===== src/rtl/floor_position_detector.sv =====
// rtl/floor_position_detector.sv - one-hot shaft sensors to debounced binary floor number
// Two-flop synchroniser, highest-bit priority encoder, then a stability counter gating the commit.
module floor_position_detector #(
  parameter int NUM_FLOORS      = 10,
  parameter int FLOOR_WIDTH     = 4,
  parameter int DEBOUNCE_CYCLES = 2
) (
  input  logic                   clk,
  input  logic                   rst_n,
  input  logic [NUM_FLOORS-1:0]  floor_sensors,
  output logic [FLOOR_WIDTH-1:0] current_floor,
  output logic                   floor_valid,
  output logic                   multi_sensor
);

  localparam int            CW     = 4;
  localparam logic [CW-1:0] DB_MAX = CW'(DEBOUNCE_CYCLES);

  logic [NUM_FLOORS-1:0]  sync1_q, sync2_q;

  logic [FLOOR_WIDTH-1:0] enc_floor;
  logic                   enc_any;
  logic                   enc_multi;

  logic [FLOOR_WIDTH-1:0] cand_floor_q, cand_floor_d;
  logic                   cand_any_q, cand_any_d;
  logic                   cand_multi_q, cand_multi_d;
  logic [CW-1:0]          cnt_q, cnt_d;

  logic [FLOOR_WIDTH-1:0] floor_q, floor_d;
  logic                   valid_q, valid_d;
  logic                   multi_q, multi_d;
  logic                   commit;

  always_ff @(posedge clk or negedge rst_n) begin
    if (!rst_n) begin
      sync1_q <= '0;
      sync2_q <= '0;
    end else begin
      sync1_q <= floor_sensors;
      sync2_q <= sync1_q;
    end
  end

  // Ascending scan: the last set bit seen is the highest floor, so it wins.
  always_comb begin
    enc_floor = '0;
    enc_any   = 1'b0;
    enc_multi = 1'b0;
    for (int i = 0; i < NUM_FLOORS; i++) begin
      if (sync2_q[i]) begin
        if (enc_any) begin
          enc_multi = 1'b1;
        end
        enc_any   = 1'b1;
        enc_floor = FLOOR_WIDTH'(i);
      end
    end
  end

  always_comb begin
    cand_floor_d = cand_floor_q;
    cand_any_d   = cand_any_q;
    cand_multi_d = cand_multi_q;
    cnt_d        = cnt_q;
    if ({enc_floor, enc_any, enc_multi} != {cand_floor_q, cand_any_q, cand_multi_q}) begin
      cand_floor_d = enc_floor;
      cand_any_d   = enc_any;
      cand_multi_d = enc_multi;
      cnt_d        = CW'(1);
    end else if (cnt_q != DB_MAX) begin
      cnt_d        = CW'(cnt_q + 1'b1);
    end
  end

  // Commit on the edge the counter reaches its target, so a DEBOUNCE_CYCLES=1 build commits on load.
  assign commit = (cnt_d == DB_MAX);

  always_comb begin
    floor_d = floor_q;
    valid_d = valid_q;
    multi_d = multi_q;
    if (commit) begin
      if (cand_any_d) begin
        floor_d = cand_floor_d;
        valid_d = 1'b1;
        multi_d = cand_multi_d;
      end else begin
        valid_d = 1'b0;
        multi_d = 1'b0;
      end
    end
  end

  always_ff @(posedge clk or negedge rst_n) begin
    if (!rst_n) begin
      cand_floor_q <= '0;
      cand_any_q   <= 1'b0;
      cand_multi_q <= 1'b0;
      cnt_q        <= '0;
      floor_q      <= '0;
      valid_q      <= 1'b0;
      multi_q      <= 1'b0;
    end else begin
      cand_floor_q <= cand_floor_d;
      cand_any_q   <= cand_any_d;
      cand_multi_q <= cand_multi_d;
      cnt_q        <= cnt_d;
      floor_q      <= floor_d;
      valid_q      <= valid_d;
      multi_q      <= multi_d;
    end
  end

  assign current_floor = floor_q;
  assign floor_valid   = valid_q;
  assign multi_sensor  = multi_q;

endmodule


===== config.mk =====
export PLATFORM = sky130hd
export DESIGN_NAME = floor_position_detector
export DESIGN_NICKNAME = d
export VERILOG_FILES = /design/src/rtl/floor_position_detector.sv
export SDC_FILE = /design/constraint.sdc
export NUM_CORES = 1
export LEC_CHECK = 0
export CORE_ASPECT_RATIO = 0.6
export CORE_MARGIN = 1.5
export CORE_UTILIZATION = 61
export CTS_CLUSTER_SIZE = 10
export DETAILED_ROUTE_END_ITERATION = 10
export DONT_BUFFER_PORTS = 1
export GPL_TIMING_DRIVEN = 0
export PLACE_DENSITY = 0.83
export SYNTH_ARGS = -nofsm -noshare
export SYNTH_HDL_FRONTEND = slang
export SYNTH_SLANG_ARGS = --single-unit

===== constraint.sdc =====
create_clock -name clk -period 2.9 [get_ports clk]
set_input_delay 0.435 -clock clk [delete_from_list [all_inputs] [get_ports clk]]
set_output_delay 0.435 -clock clk [all_outputs]
set_load 0.1 [all_outputs]

==> report_table.html <==
<table>
<tr><th>Metric</th><th>Value</th></tr>
<tr><th colspan="2">CTS</th></tr>
<tr><td>Post-CTS repair timing setup buffer count</td><td>0</td></tr>
<tr><td>CTS tree</td><td>done</td></tr>
<tr><td>Root cell of the clock tree</td><td>clkbuf_8</td></tr>
<tr><td>Clock Tree Buf Depth</td><td>2</td></tr>
<tr><td>Hold Buf Count CTS</td><td>2</td></tr>
<tr><td>Cts bufs inserted</td><td>5</td></tr>
<tr><td>Clock latency on the worst-skew pair</td><td>0.29 ns</td></tr>
<tr><td>Count of cells resized by post-cts repair</td><td>0</td></tr>
<tr><td>Number of levels in the clock H-tree</td><td>2</td></tr>
<tr><td>Clock-pin transition on the worst setup and hold timing paths</td><td>approximately 0.07 ns</td></tr>
<tr><td>Number of sinks handled by clock tree synthesis</td><td>36</td></tr>
<tr><th colspan="2">Placement</th></tr>
<tr><td>Final HPWL DP</td><td>just under 2 mm</td></tr>
<tr><td>Number of buffers added on ports</td><td>0</td></tr>
<tr><td>Post-placement worst setup slack</td><td>slightly above 0.4 ns</td></tr>
<tr><td>Routability congestion estimate</td><td>between 0.7 and 0.8</td></tr>
<tr><td>DP Area</td><td>1594 um^2</td></tr>
<tr><th colspan="2">Route</th></tr>
<tr><td>Number of detailed-route iterations in the first pass</td><td>4</td></tr>
<tr><td>DRC marker count from the first detailed-route iteration</td><td>84</td></tr>
<tr><td>Post-detailed-route DRC marker count</td><td>0</td></tr>
<tr><td>Detail-routed via count per cell</td><td>~6.2</td></tr>
<tr><td>Residual antenna-violating net count after detailed routing</td><td>0</td></tr>
<tr><td>Routed length per instance</td><td>between 15 and 20 um</td></tr>
<tr><td>Total wire length</td><td>2.753 mm</td></tr>
<tr><td>Via count</td><td>953</td></tr>
<tr><th colspan="2">Timing</th></tr>
<tr><td>Fin worst setup slack</td><td>about 0.36 ns</td></tr>
<tr><td>Peak clock frequency supported by timing</td><td>393.4 MHz</td></tr>
<tr><td>Final hold violation count</td><td>0</td></tr>
<tr><td>Pin slew with the least headroom to its limit</td><td>around 0.9 ns</td></tr>
<tr><td>Minimum clock period after layout</td><td>2.542 ns</td></tr>
<tr><td>Final Max Tran Viols</td><td>0</td></tr>
<tr><td>Final critical-path share of the clock period</td><td>0.8766</td></tr>
<tr><td>Sum Neg Setup Slack</td><td>0 ns</td></tr>
<tr><td>RSZ-0062 raised after global routing</td><td>false</td></tr>
<tr><td>Final setup violation count</td><td>0</td></tr>
<tr><td>Worst max-slew margin expressed relative to the limit</td><td>0.3928</td></tr>
<tr><td>Hold Worst Slack</td><td>roughly 0.17 ns</td></tr>
<tr><td>Layout Skew</td><td>around 0.0050 ns</td></tr>
<tr><th colspan="2">Final layout</th></tr>
<tr><td>Most common cell after layout, fill and taps aside</td><td>dfrtp_1</td></tr>
<tr><td>Final design area excluding fillers</td><td>1732 um^2</td></tr>
<tr><td>Fraction of final layout cells sized beyond drive strength 1</td><td>0.2195</td></tr>
<tr><td>Final-stage net count</td><td>~140</td></tr>
<tr><td>Final antenna diode count</td><td>0</td></tr>
<tr><td>Leading cell types in the layout, fill and taps excluded</td><td>36 x dfrtp_1, 9 x nor2_1, 6 x o21ai_0</td></tr>
<tr><td>Area Overhead vs Synth</td><td>11.25%</td></tr>
<tr><th colspan="2">Pwr</th></tr>
<tr><td>Power density normalized to cell area</td><td>slightly below 800 nW/um^2</td></tr>
<tr><td>Leakage dissipation</td><td>0.7086 nW</td></tr>
<tr><td>Worst supply voltage drop on vdd</td><td>between 500 and 600 uV</td></tr>
<tr><th colspan="2">Synth</th></tr>
<tr><td>Gate count after technology mapping</td><td>113</td></tr>
<tr><td>Sequential cell area fraction in the yosys report</td><td>0.5788</td></tr>
<tr><td>Syn avg cell area</td><td>13.77 um^2</td></tr>
<tr><td>Primary flip-flop cell chosen by synthesis mapping</td><td>dfrtp_1</td></tr>
<tr><td>Post-Syn Nets</td><td>roughly 130</td></tr>
<tr><td>Count of flip-flops with a built-in enable after synthesis</td><td>0</td></tr>
<tr><td>Post-synth ARST share</td><td>1.000</td></tr>
<tr><td>Ys Warns</td><td>0</td></tr>
<tr><td>Synth Cell Area</td><td>between 1500 and 2000 um^2</td></tr>
<tr><td>Number of library cell types mapped by synthesis</td><td>45</td></tr>
<tr><td>Seq cells post-synth</td><td>36</td></tr>
<tr><th colspan="2">Job</th></tr>
<tr><td>Max-capacitance violation count</td><td>0</td></tr>
<tr><th colspan="2">GRT</th></tr>
<tr><td>Overall global routing resource usage</td><td>0.2279</td></tr>
<tr><td>Met3 Use GR</td><td>0.08871</td></tr>
<tr><td>Largest net degree at the start of global routing</td><td>37</td></tr>
<tr><td>Via count of the first global-routing pass</td><td>~930</td></tr>
<tr><td>Global route overflow</td><td>0</td></tr>
<tr><td>First-pass GRT wire length</td><td>~4.6 mm</td></tr>
<tr><td>Layer carrying the most global-route usage</td><td>met1</td></tr>
<tr><td>Initial antenna violation count</td><td>0</td></tr>
<tr><td>Met2 capacity usage during global routing</td><td>0.2990</td></tr>
<tr><td>Global Route met1 Usage</td><td>0.3339</td></tr>
<tr><th colspan="2">Floorplan</th></tr>
<tr><td>Core Region</td><td>around 2300 um^2</td></tr>
<tr><td>Effective utilization at floorplan</td><td>0.6787</td></tr>
<tr><td>Vertical die dimension</td><td>between 40 and 50 um</td></tr>
<tr><td>DIE WIDTH</td><td>between 60 and 70 um</td></tr>
<tr><td>Num ports</td><td>18</td></tr>
<tr><td>Die Outline Area</td><td>between 2000 and 3000 um^2</td></tr>
<tr><td>Placement row count</td><td>13</td></tr>
<tr><th colspan="2">Setup path</th></tr>
<tr><td>Worst-path maximum fanout</td><td>5</td></tr>
<tr><td>R2r setup slk</td><td>between 0.3 and 0.4 ns</td></tr>
<tr><td>Crit path capture type</td><td>flip-flop</td></tr>
<tr><td>Slowest library cell on the worst path</td><td>dfrtp_1</td></tr>
<tr><td>Kind of launch point of the worst setup path</td><td>flip-flop</td></tr>
<tr><td>Slowest Stage Delay on Critical Path</td><td>0.46 ns</td></tr>
<tr><td>Source of the critical timing path</td><td>cnt_q[0]</td></tr>
<tr><td>Cells along the critical path</td><td>inv_1 -&gt; ha_1 -&gt; nor3b_1 -&gt; a2bb2oi_1 -&gt; a2111o_1 -&gt; nor2b_1 -&gt; nand4_4 -&gt; mux2_4</td></tr>
<tr><td>CP Data Arrival Time</td><td>around 2.7 ns</td></tr>
<tr><td>Classification of the worst setup path</td><td>flip-flop to flip-flop</td></tr>
<tr><td>Required time at the worst-slack endpoint</td><td>between 3 and 4 ns</td></tr>
<tr><td>Start of the worst register-to-register path</td><td>cnt_q[0]</td></tr>
<tr><th colspan="2">Min path</th></tr>
<tr><td>Path class of the lowest-slack min-delay path</td><td>primary input to flip-flop</td></tr>
<tr><td>Hold Startpoint</td><td>floor_sensors[6]</td></tr>
<tr><th colspan="2">Outcome</th></tr>
<tr><td>Outcome</td><td>finished clean</td></tr>
</table>
## cell type report
| class | count | area (um^2) |
|---|---|---|
| inverter | 3 | 11.26 |
| tap | 30 | 37.54 |
| multi-input combinational | 72 | 600.6 |
| buffer | 2 | 43.79 |
| sequential | 36 | 900.9 |
| clock buffer | 6 | 72.57 |
| clock inverter | 2 | 35.03 |
| fill | 139 | 561.8 |
| timing repair buffer | 2 | 30.03 |
## worst max-delay path: cells and delay by family (launching register included)
family / cells / cell delay (ns)
AND/OR/NAND/NOR: 3 / 0.72
adder cells (fa/ha/maj): 1 / 0.19
buffers and inverters: 1 / 0.14
AO/OA/AOI/OAI: 2 / 0.57
multiplexers: 1 / 0.34
flip-flops: 1 / 0.46
## registers in the layout, summed over array words and instances (netlist names)
| register | flops |
|---|---|
| cand_any_q | 1 |
| multi_sensor | 1 |
| floor_valid | 1 |
| current_floor | 4 |
| sync2_q | 10 |
| sync1_q | 10 |
| cand_multi_q | 1 |
| cnt_q | 4 |
| cand_floor_q | 4 |
## routing by layer
| layer | vias up | share of wire | wire length [um] |
|---|---|---|---|
| met2 | 54 | 0.41 | 1139 |
| met4 | 0 | 0.032 | 87 |
| met1 | 449 | 0.47 | 1290 |
| met3 | 18 | 0.086 | 236 |
| li1 | 432 | - | - |
| met5 | - | 0 | 0 |
## worst paths after layout
path,end,depth (start not counted)
max in group asynchronous,sync1_q[9],2
max reg2reg,current_floor[0],8
min in group asynchronous,cand_any_q,2
max,current_floor[0],8
min,sync1_q[6],0
min reg2reg,sync2_q[9],0
## Yosys cell counts (2+ instances only)
cell       n  area share
dfrtp_1   36        0.58
nor2_1     9       0.022
o21ai_0    6       0.019
mux2_4     4       0.039
inv_1      3      0.0072
nand2_1    3      0.0072
nor2b_1    3       0.012
nor3_1     3      0.0096
nor3b_1    3       0.014
ha_1       2       0.016
mux2_1     2       0.014
nand2b_1   2      0.0080
nand3_1    2      0.0064
nand4b_1   2       0.011
or3_2      2      0.0096
or4_4      2       0.014
## per-stage QoR
stage | total power, mW | instances | util
floorplan | 0.8953 | 113 | -
global placement | 0.9163 | 143 | 0.6950
detailed placement | 0.9246 | 143 | 0.6950
CTS | 1.363 | 153 | 0.7550
global route | 1.406 | 153 | 0.7550
finish | 1.354 | 153 | 0.7550
## cell families after synthesis
| logic type | count (synthesis) | synth area share |
|---|---|---|
| adder cells (fa/ha/maj) | 3 | 0.02251 |
| AND/OR/NAND/NOR | 40 | 0.1672 |
| XOR/XNOR | 3 | 0.02894 |
| multiplexers | 7 | 0.05949 |
| buffers and inverters | 5 | 0.03537 |
| AO/OA/AOI/OAI | 19 | 0.1077 |
| flip-flops | 36 | 0.5788 |
## power by group
group | switching, mW | leakage (nW) | total (mW) | internal [mW]
logic | 0.0627 | 0.240 | 0.143 | 0.0803
registers | 0.243 | 0.414 | 0.788 | 0.545
clock network | 0.168 | 0.0552 | 0.423 | 0.255
total | 0.474 | 0.709 | 1.35 | 0.880
Power figures use the tool's default switching activity.
